**src/rtl/cp0_param_ctrl_if.sv**
```systemverilog
// rtl/cp0_param_ctrl_if.sv - M-stage <-> CP0 access, exception and interrupt signal bundle
interface cp0_param_ctrl_if #(
  parameter int NUM_HWINT = 6
);
  logic [4:0]           rd_addr;
  logic [4:0]           wr_addr;
  logic                 wr_en;
  logic [31:0]          wr_data;
  logic [31:0]          pc_m;
  logic                 bd_m;
  logic [4:0]           exc_code;
  logic [NUM_HWINT-1:0] hw_int;
  logic                 eret;
  logic                 exc_req;
  logic [31:0]          handler_pc;
  logic [31:0]          epc;
  logic [31:0]          rd_data;

  modport master (
    output rd_addr, wr_addr, wr_en, wr_data, pc_m, bd_m, exc_code, hw_int, eret,
    input  exc_req, handler_pc, epc, rd_data
  );

  modport slave (
    input  rd_addr, wr_addr, wr_en, wr_data, pc_m, bd_m, exc_code, hw_int, eret,
    output exc_req, handler_pc, epc, rd_data
  );
endinterface

```
**src/rtl/cp0_param_ctrl.sv**
```systemverilog
// rtl/cp0_param_ctrl.sv - CP0 SR/Cause/EPC/PRId with exception/interrupt arbitration
// Optional Count/Compare timer is built when CP0_TIMER_EN is defined.
module cp0_param_ctrl #(
  parameter int          NUM_HWINT  = 6,
  parameter logic [31:0] PRID_VAL   = 32'h1837_3599,
  parameter logic [31:0] HANDLER_PC = 32'h0000_4180
) (
  input logic             clk,
  input logic             reset,
  cp0_param_ctrl_if.slave bus
);
  logic [NUM_HWINT-1:0] im;
  logic                 exl;
  logic                 ie;
  logic                 bd;
  logic [5:0]           ip;
  logic [1:0]           sw_ip;
  logic [4:0]           exccode;
  logic [31:0]          epc_q;
  logic                 ti;

  logic [5:0]  im_ext;
  logic [5:0]  ip_live;
  logic        int_req;
  logic        exc_req;
  logic        wr_ok;
  logic [31:0] pc_al;
  logic [31:0] rd_data;

  // The timer shares the highest implemented interrupt line.
  always_comb begin
    im_ext                 = '0;
    im_ext[NUM_HWINT-1:0]  = im;
    ip_live                = '0;
    ip_live[NUM_HWINT-1:0] = bus.hw_int;
    ip_live[NUM_HWINT-1]   = bus.hw_int[NUM_HWINT-1] | ti;
  end

  assign int_req = (|(ip_live & im_ext)) & ie & ~exl;
  assign exc_req = int_req | ((bus.exc_code != 5'd0) & ~exl);
  assign wr_ok   = bus.wr_en & ~exc_req & ~bus.eret;
  assign pc_al   = bus.pc_m & 32'hFFFF_FFFC;

  always_ff @(posedge clk) begin
    if (reset) begin
      im      <= '0;
      exl     <= 1'b0;
      ie      <= 1'b1;
      bd      <= 1'b0;
      ip      <= '0;
      sw_ip   <= '0;
      exccode <= '0;
      epc_q   <= '0;
    end else begin
      ip <= ip_live;
      if (exc_req) begin
        epc_q   <= bus.bd_m ? pc_al - 32'd4 : pc_al;
        bd      <= bus.bd_m;
        exl     <= 1'b1;
        exccode <= int_req ? 5'd0 : bus.exc_code;
      end else if (bus.eret) begin
        exl <= 1'b0;
      end else if (bus.wr_en) begin
        case (bus.wr_addr)
          5'd12: begin
            im  <= bus.wr_data[10 +: NUM_HWINT];
            exl <= bus.wr_data[1];
            ie  <= bus.wr_data[0];
          end
          5'd13:   sw_ip <= bus.wr_data[9:8];
          5'd14:   epc_q <= bus.wr_data & 32'hFFFF_FFFC;
          default: ;
        endcase
      end
    end
  end

`ifdef CP0_TIMER_EN
  logic [31:0] count;
  logic [31:0] compare;

  always_ff @(posedge clk) begin
    if (reset) begin
      count   <= '0;
      compare <= '0;
      ti      <= 1'b0;
    end else begin
      count <= count + 32'd1;
      if (count == compare && compare != 32'd0) ti <= 1'b1;
      if (wr_ok && bus.wr_addr == 5'd9) count <= bus.wr_data;
      if (wr_ok && bus.wr_addr == 5'd11) begin
        compare <= bus.wr_data;
        ti      <= 1'b0;
      end
    end
  end
`else
  assign ti = 1'b0;
`endif

  // Reads see registered state only; a same-cycle mtc0 is not bypassed.
  always_comb begin
    rd_data = '0;
    case (bus.rd_addr)
      5'd12: rd_data = {16'b0, im_ext, 8'b0, exl, ie};
      5'd13: rd_data = {bd, ti, 14'b0, ip, sw_ip, 1'b0, exccode, 2'b0};
      5'd14: rd_data = epc_q;
      5'd15: rd_data = PRID_VAL;
`ifdef CP0_TIMER_EN
      5'd9:  rd_data = count;
      5'd11: rd_data = compare;
`endif
      default: rd_data = '0;
    endcase
  end

  assign bus.exc_req    = exc_req;
  assign bus.handler_pc = HANDLER_PC;
  assign bus.epc        = epc_q;
  assign bus.rd_data    = rd_data;
endmodule

```
**src/flat_wrapper.sv**
```systemverilog
// flat-port wrapper written by rule: the top's interface ports become plain ports
module cp0_param_ctrl_flat 
#(
  parameter int          NUM_HWINT  = 6,
  parameter logic [31:0] PRID_VAL   = 32'h1837_3599,
  parameter logic [31:0] HANDLER_PC = 32'h0000_4180
)
  (clk, reset, bus_rd_addr, bus_wr_addr, bus_wr_en, bus_wr_data, bus_pc_m, bus_bd_m, bus_exc_code, bus_hw_int, bus_eret, bus_exc_req, bus_handler_pc, bus_epc, bus_rd_data);
  cp0_param_ctrl_if #(.NUM_HWINT(NUM_HWINT)) bus_i ();
  input logic clk;
  input logic reset;
  input wire logic [$bits(bus_i.rd_addr)-1:0] bus_rd_addr;
  input wire logic [$bits(bus_i.wr_addr)-1:0] bus_wr_addr;
  input wire logic [$bits(bus_i.wr_en)-1:0] bus_wr_en;
  input wire logic [$bits(bus_i.wr_data)-1:0] bus_wr_data;
  input wire logic [$bits(bus_i.pc_m)-1:0] bus_pc_m;
  input wire logic [$bits(bus_i.bd_m)-1:0] bus_bd_m;
  input wire logic [$bits(bus_i.exc_code)-1:0] bus_exc_code;
  input wire logic [$bits(bus_i.hw_int)-1:0] bus_hw_int;
  input wire logic [$bits(bus_i.eret)-1:0] bus_eret;
  output wire logic [$bits(bus_i.exc_req)-1:0] bus_exc_req;
  output wire logic [$bits(bus_i.handler_pc)-1:0] bus_handler_pc;
  output wire logic [$bits(bus_i.epc)-1:0] bus_epc;
  output wire logic [$bits(bus_i.rd_data)-1:0] bus_rd_data;
  assign bus_i.rd_addr = bus_rd_addr;
  assign bus_i.wr_addr = bus_wr_addr;
  assign bus_i.wr_en = bus_wr_en;
  assign bus_i.wr_data = bus_wr_data;
  assign bus_i.pc_m = bus_pc_m;
  assign bus_i.bd_m = bus_bd_m;
  assign bus_i.exc_code = bus_exc_code;
  assign bus_i.hw_int = bus_hw_int;
  assign bus_i.eret = bus_eret;
  assign bus_exc_req = bus_i.exc_req;
  assign bus_handler_pc = bus_i.handler_pc;
  assign bus_epc = bus_i.epc;
  assign bus_rd_data = bus_i.rd_data;
  cp0_param_ctrl #(.NUM_HWINT(NUM_HWINT), .PRID_VAL(PRID_VAL), .HANDLER_PC(HANDLER_PC)) u_core (.clk(clk), .reset(reset), .bus(bus_i));
endmodule
```
**config.mk**
```make
export PLATFORM = sky130hd
export DESIGN_NAME = cp0_param_ctrl_flat
export DESIGN_NICKNAME = d
export VERILOG_FILES = /design/src/rtl/cp0_param_ctrl_if.sv /design/src/rtl/cp0_param_ctrl.sv /design/src/flat_wrapper.sv
export SDC_FILE = /design/constraint.sdc
export NUM_CORES = 1
export LEC_CHECK = 0
export BUFFER_PORTS_ARGS = -buffer_cell sky130_fd_sc_hd__buf_2
export CORE_ASPECT_RATIO = 0.9
export CORE_MARGIN = 2
export CORE_UTILIZATION = 43
export DETAILED_ROUTE_END_ITERATION = 10
export HOLD_SLACK_MARGIN = 0.03
export PLACE_DENSITY = 0.83
export SLEW_MARGIN = 15
export SYNTH_ARGS = -nofsm -noshare
export SYNTH_HDL_FRONTEND = slang
export SYNTH_SLANG_ARGS = --single-unit
```
**constraint.sdc**
```tcl
create_clock -name clk -period 1.9 [get_ports clk]
set_input_delay 0.095 -clock clk [delete_from_list [all_inputs] [get_ports clk]]
set_output_delay 0.095 -clock clk [all_outputs]
set_load 0.02 [all_outputs]
```
==> impl_metrics.py <==
metrics = {
    "run_status": {
        "outcome": "finished with violations",
        "failed_checks": "negative setup slack",
    },
    "pwr": {
        "p_int_mw": 1.97,
        "p_switching_mw": 1.03,
        "pwr-share-comb_pct": 32.7,
        "p_clk_share_pct": 25.6,
        "leakagePower_nw": 2.21,
        "ir_worst_vdd_mv": 0.401,
        "p_sw_share_pct": 34.2,
        "total_power_mw": 3.00,
        "sequentialPowerShare_pct": 41.7,
        "power.density_nw_per_um2": 543,
    },
    "placed_design": {
        "placed_area_sq_um": 4860,
        "place_congestion": 0.914,
        "place_inst": 751,
        "dp_hpwl_um": 9870,
        "port_buffers": 150,
    },
    "layout": {
        "final_cells": 777,
        "utilization_pct": 63.5,
        "antenna_cells": 0,
        "drive_above_1_share_pct": 41.0,
        "nets": 748,
        "final_cell_area_sq_um": 5520,
        "syn2layout_area_growth_pct": 42.1,
    },
    "drt": {
        "drt-initial-drc-count": 455,
        "vias_per_cell": 5.85,
        "drc": 0,
        "drt_wl_total_um": 14000,
        "wl_per_cell_um": 18.0,
        "ant_nets": 0,
        "first_pass_iters": 4,
        "vias": 4543,
    },
    "worst_setup_path": {
        "slowest_delay_ps": 410,
        "worst-setup-path-type": "flip-flop to output port",
        "slowest_stage": "o311a_1",
        "crit_required_ps": 1800,
        "cp-start-kind": "flip-flop",
        "arrival_ps": 1830,
        "path_max_fanout": 2,
        "crit_chain": "a22o_1, o311a_1, buf_12, nor2_4, inv_2, buf_8, buf_6",
        "worstSetupEndpointType": "output port",
    },
    "floorplan": {
        "die_area_sq_um": 9810,
        "core_area_sq_um": 8690,
        "ios": 187,
        "die_w_um": 104,
        "die_h_um": 94.2,
        "start_util_pct": 44.7,
        "rows": 32,
    },
    "timing": {
        "clock_skew_ps": 10.0,
        "setup_viol": 1,
        "tightest_slew_ps": 779,
        "drv_slew": 0,
        "slew_headroom_pct": 48.0,
        "setup_ws_ps": -23.5,
        "hold_violations": 0,
        "fin_crit_sh_pct": 101,
        "post-route-min-period_ps": 1920,
        "fmax_mhz": 520,
        "rsz0062_at_grt": "true",
    },
    "cts": {
        "clockBufferDepth": 2,
        "cts_buffers": 5,
        "clockRootBuffer": "clkbuf_8",
        "clk_pin_slew_worst_paths_ps": 100,
        "clk_latency_ps": 300,
        "cts.sinks": 52,
        "h-tree-depth": 2,
        "cts_tree": "built",
    },
    "synth": {
        "ys_warn_count": 0,
        "ys_ff_latch": 52,
        "synth_flop_cell": "dfxtp_1",
        "synthCells": 483,
        "syn_area_per_cell_sq_um": 8.04,
        "synthArstFlopShare_pct": 0,
        "ys_types": 49,
        "seq_area_frac_synth_pct": 26.8,
        "synth_area_sq_um": 3880,
        "synth-edff-count": 0,
    },
    "worst_hold_path": {
        "worst_hold_path_type": "primary input to flip-flop",
    },
    "global_route": {
        "grt_pass1_vias": 4050,
        "grt_pass1_wl_um": 20900,
        "grt-ovfl-total": 0,
        "grt_max_degree": 62,
        "grt_usage_pct": 26.5,
        "antenna_found_initial": 0,
    },
    "run": {
        "maxCapViolations": 0,
    },
}
[per-stage QoR]
| step | hold WS, ps | TNS, ps | setup WS (ps) |
|---|---|---|---|
| global placement | 327 | -5010 | -390 |
| CTS | 36.2 | 0 | 1.94 |
| floorplan | 223 | -1320 | -148 |
| finish | 34.8 | -23.5 | -23.5 |
| global route | 42.8 | -238 | -62.9 |
| detailed placement | 331 | -5630 | -485 |
[critical path, delay by kind of cell (launching register included)]
family          cells  cell delay, ps
compound gates      2             670
simple gates        1              80
buf+inv             4             440
flops               1             330
[registers in the layout, indices dropped and copies added, names as in the netlist]
name            count
u_core.bd           1
u_core.bus.epc     30
u_core.exccode      5
u_core.exl          1
u_core.ie           1
u_core.im           6
u_core.ip           6
u_core.sw_ip        2
[cell families (layout without fill, tap and decap cells)]
logic type / after synthesis / in the layout / synth area share (%)
other: 2 / 34 / 0.193
XOR/XNOR: 8 / 8 / 1.80
multiplexers: 20 / 20 / 5.15
adder cells (fa/ha/maj): 1 / 1 / 0.322
buffers and inverters: 84 / 227 / 11.7
AND/OR/NAND/NOR: 199 / 199 / 31.3
flip-flops: 52 / 52 / 26.8
AO/OA/AOI/OAI: 117 / 117 / 22.8
[power by group through the flow]
stage | registers [mW] | clock network [mW] | logic, mW
after detailed placement | 1.27 | 0 | 0.824
after CTS | 1.24 | 0.763 | 0.861
after global placement | 1.27 | 0 | 0.807
after global routing | 1.26 | 0.808 | 1.04
final | 1.25 | 0.768 | 0.980
after floorplan | 1.31 | 0 | 0.474
[worst paths after layout]
check,start,endpoint,slack [ps],cells past startpoint
max,u_core.im[4],bus_exc_req,-20,7
min,bus_hw_int[0],u_core.ip[0],30,2
max reg2reg,u_core.im[4],u_core.bus.epc[25],0,7
min reg2reg,u_core.exccode[2],u_core.exccode[2],500,2
[cell type report]
class,instances,area (sq um)
sequential,52,1050
timing repair buffer,213,1340
inverter,6,22.5
tap,119,149
clock inverter,2,35.0
clock buffer,6,72.6
multi-input combinational,379,2850
fill,704,3170
[per-layer routing]
layer	vias up	part of all wire [%]	GRT usage (%)
met4	0	2.5	8.11
met2	242	48	43.9
li1	2128	-	-
met5	-	0	0
met1	2147	42	35.8
met3	26	8.1	4.02
[what timing repair did]
item,in CTS,in global routing
buffers inserted,10,2
gates cloned,2,0
hold buffers,5,0
setup endpoints to repair,10,34
hold endpoints to repair,5,0
gates resized for setup,22,52
pin swaps,7,21
[cell usage after synthesis, types with 9 or more instances]
cell      number  area, sq um
nand2_1        9         33.8
or4_1         11         82.6
clkbuf_1      38          143
nand2b_1      19          119
a21oi_1       15         75.1
buf_4         34          255
a211oi_1      20          150
mux2i_1       20          200
nor4_1        33          206
o31a_1        25          219
or3_1         11         68.8
nor3_1        10         50.1
o21ai_0       11         55.1
nor4b_1       22          193
dfxtp_1       52         1040
and2_1         9         56.3
a311oi_1      16          140
nor2_1        39          146
nor2b_1       12         75.1
[cells in the final DEF (no fill, tap or decap), types with 13 or more instances in the layout]
cell	count
nand2b_1	19
conb_1	34
nor4_1	13
nor2_1	38
o31a_1	25
a21oi_1	14
a211oi_1	16
buf_2	148
mux2i_1	19
nor4b_1	22
dfxtp_1	48
buf_4	46
Power figures use the tool's default switching activity.
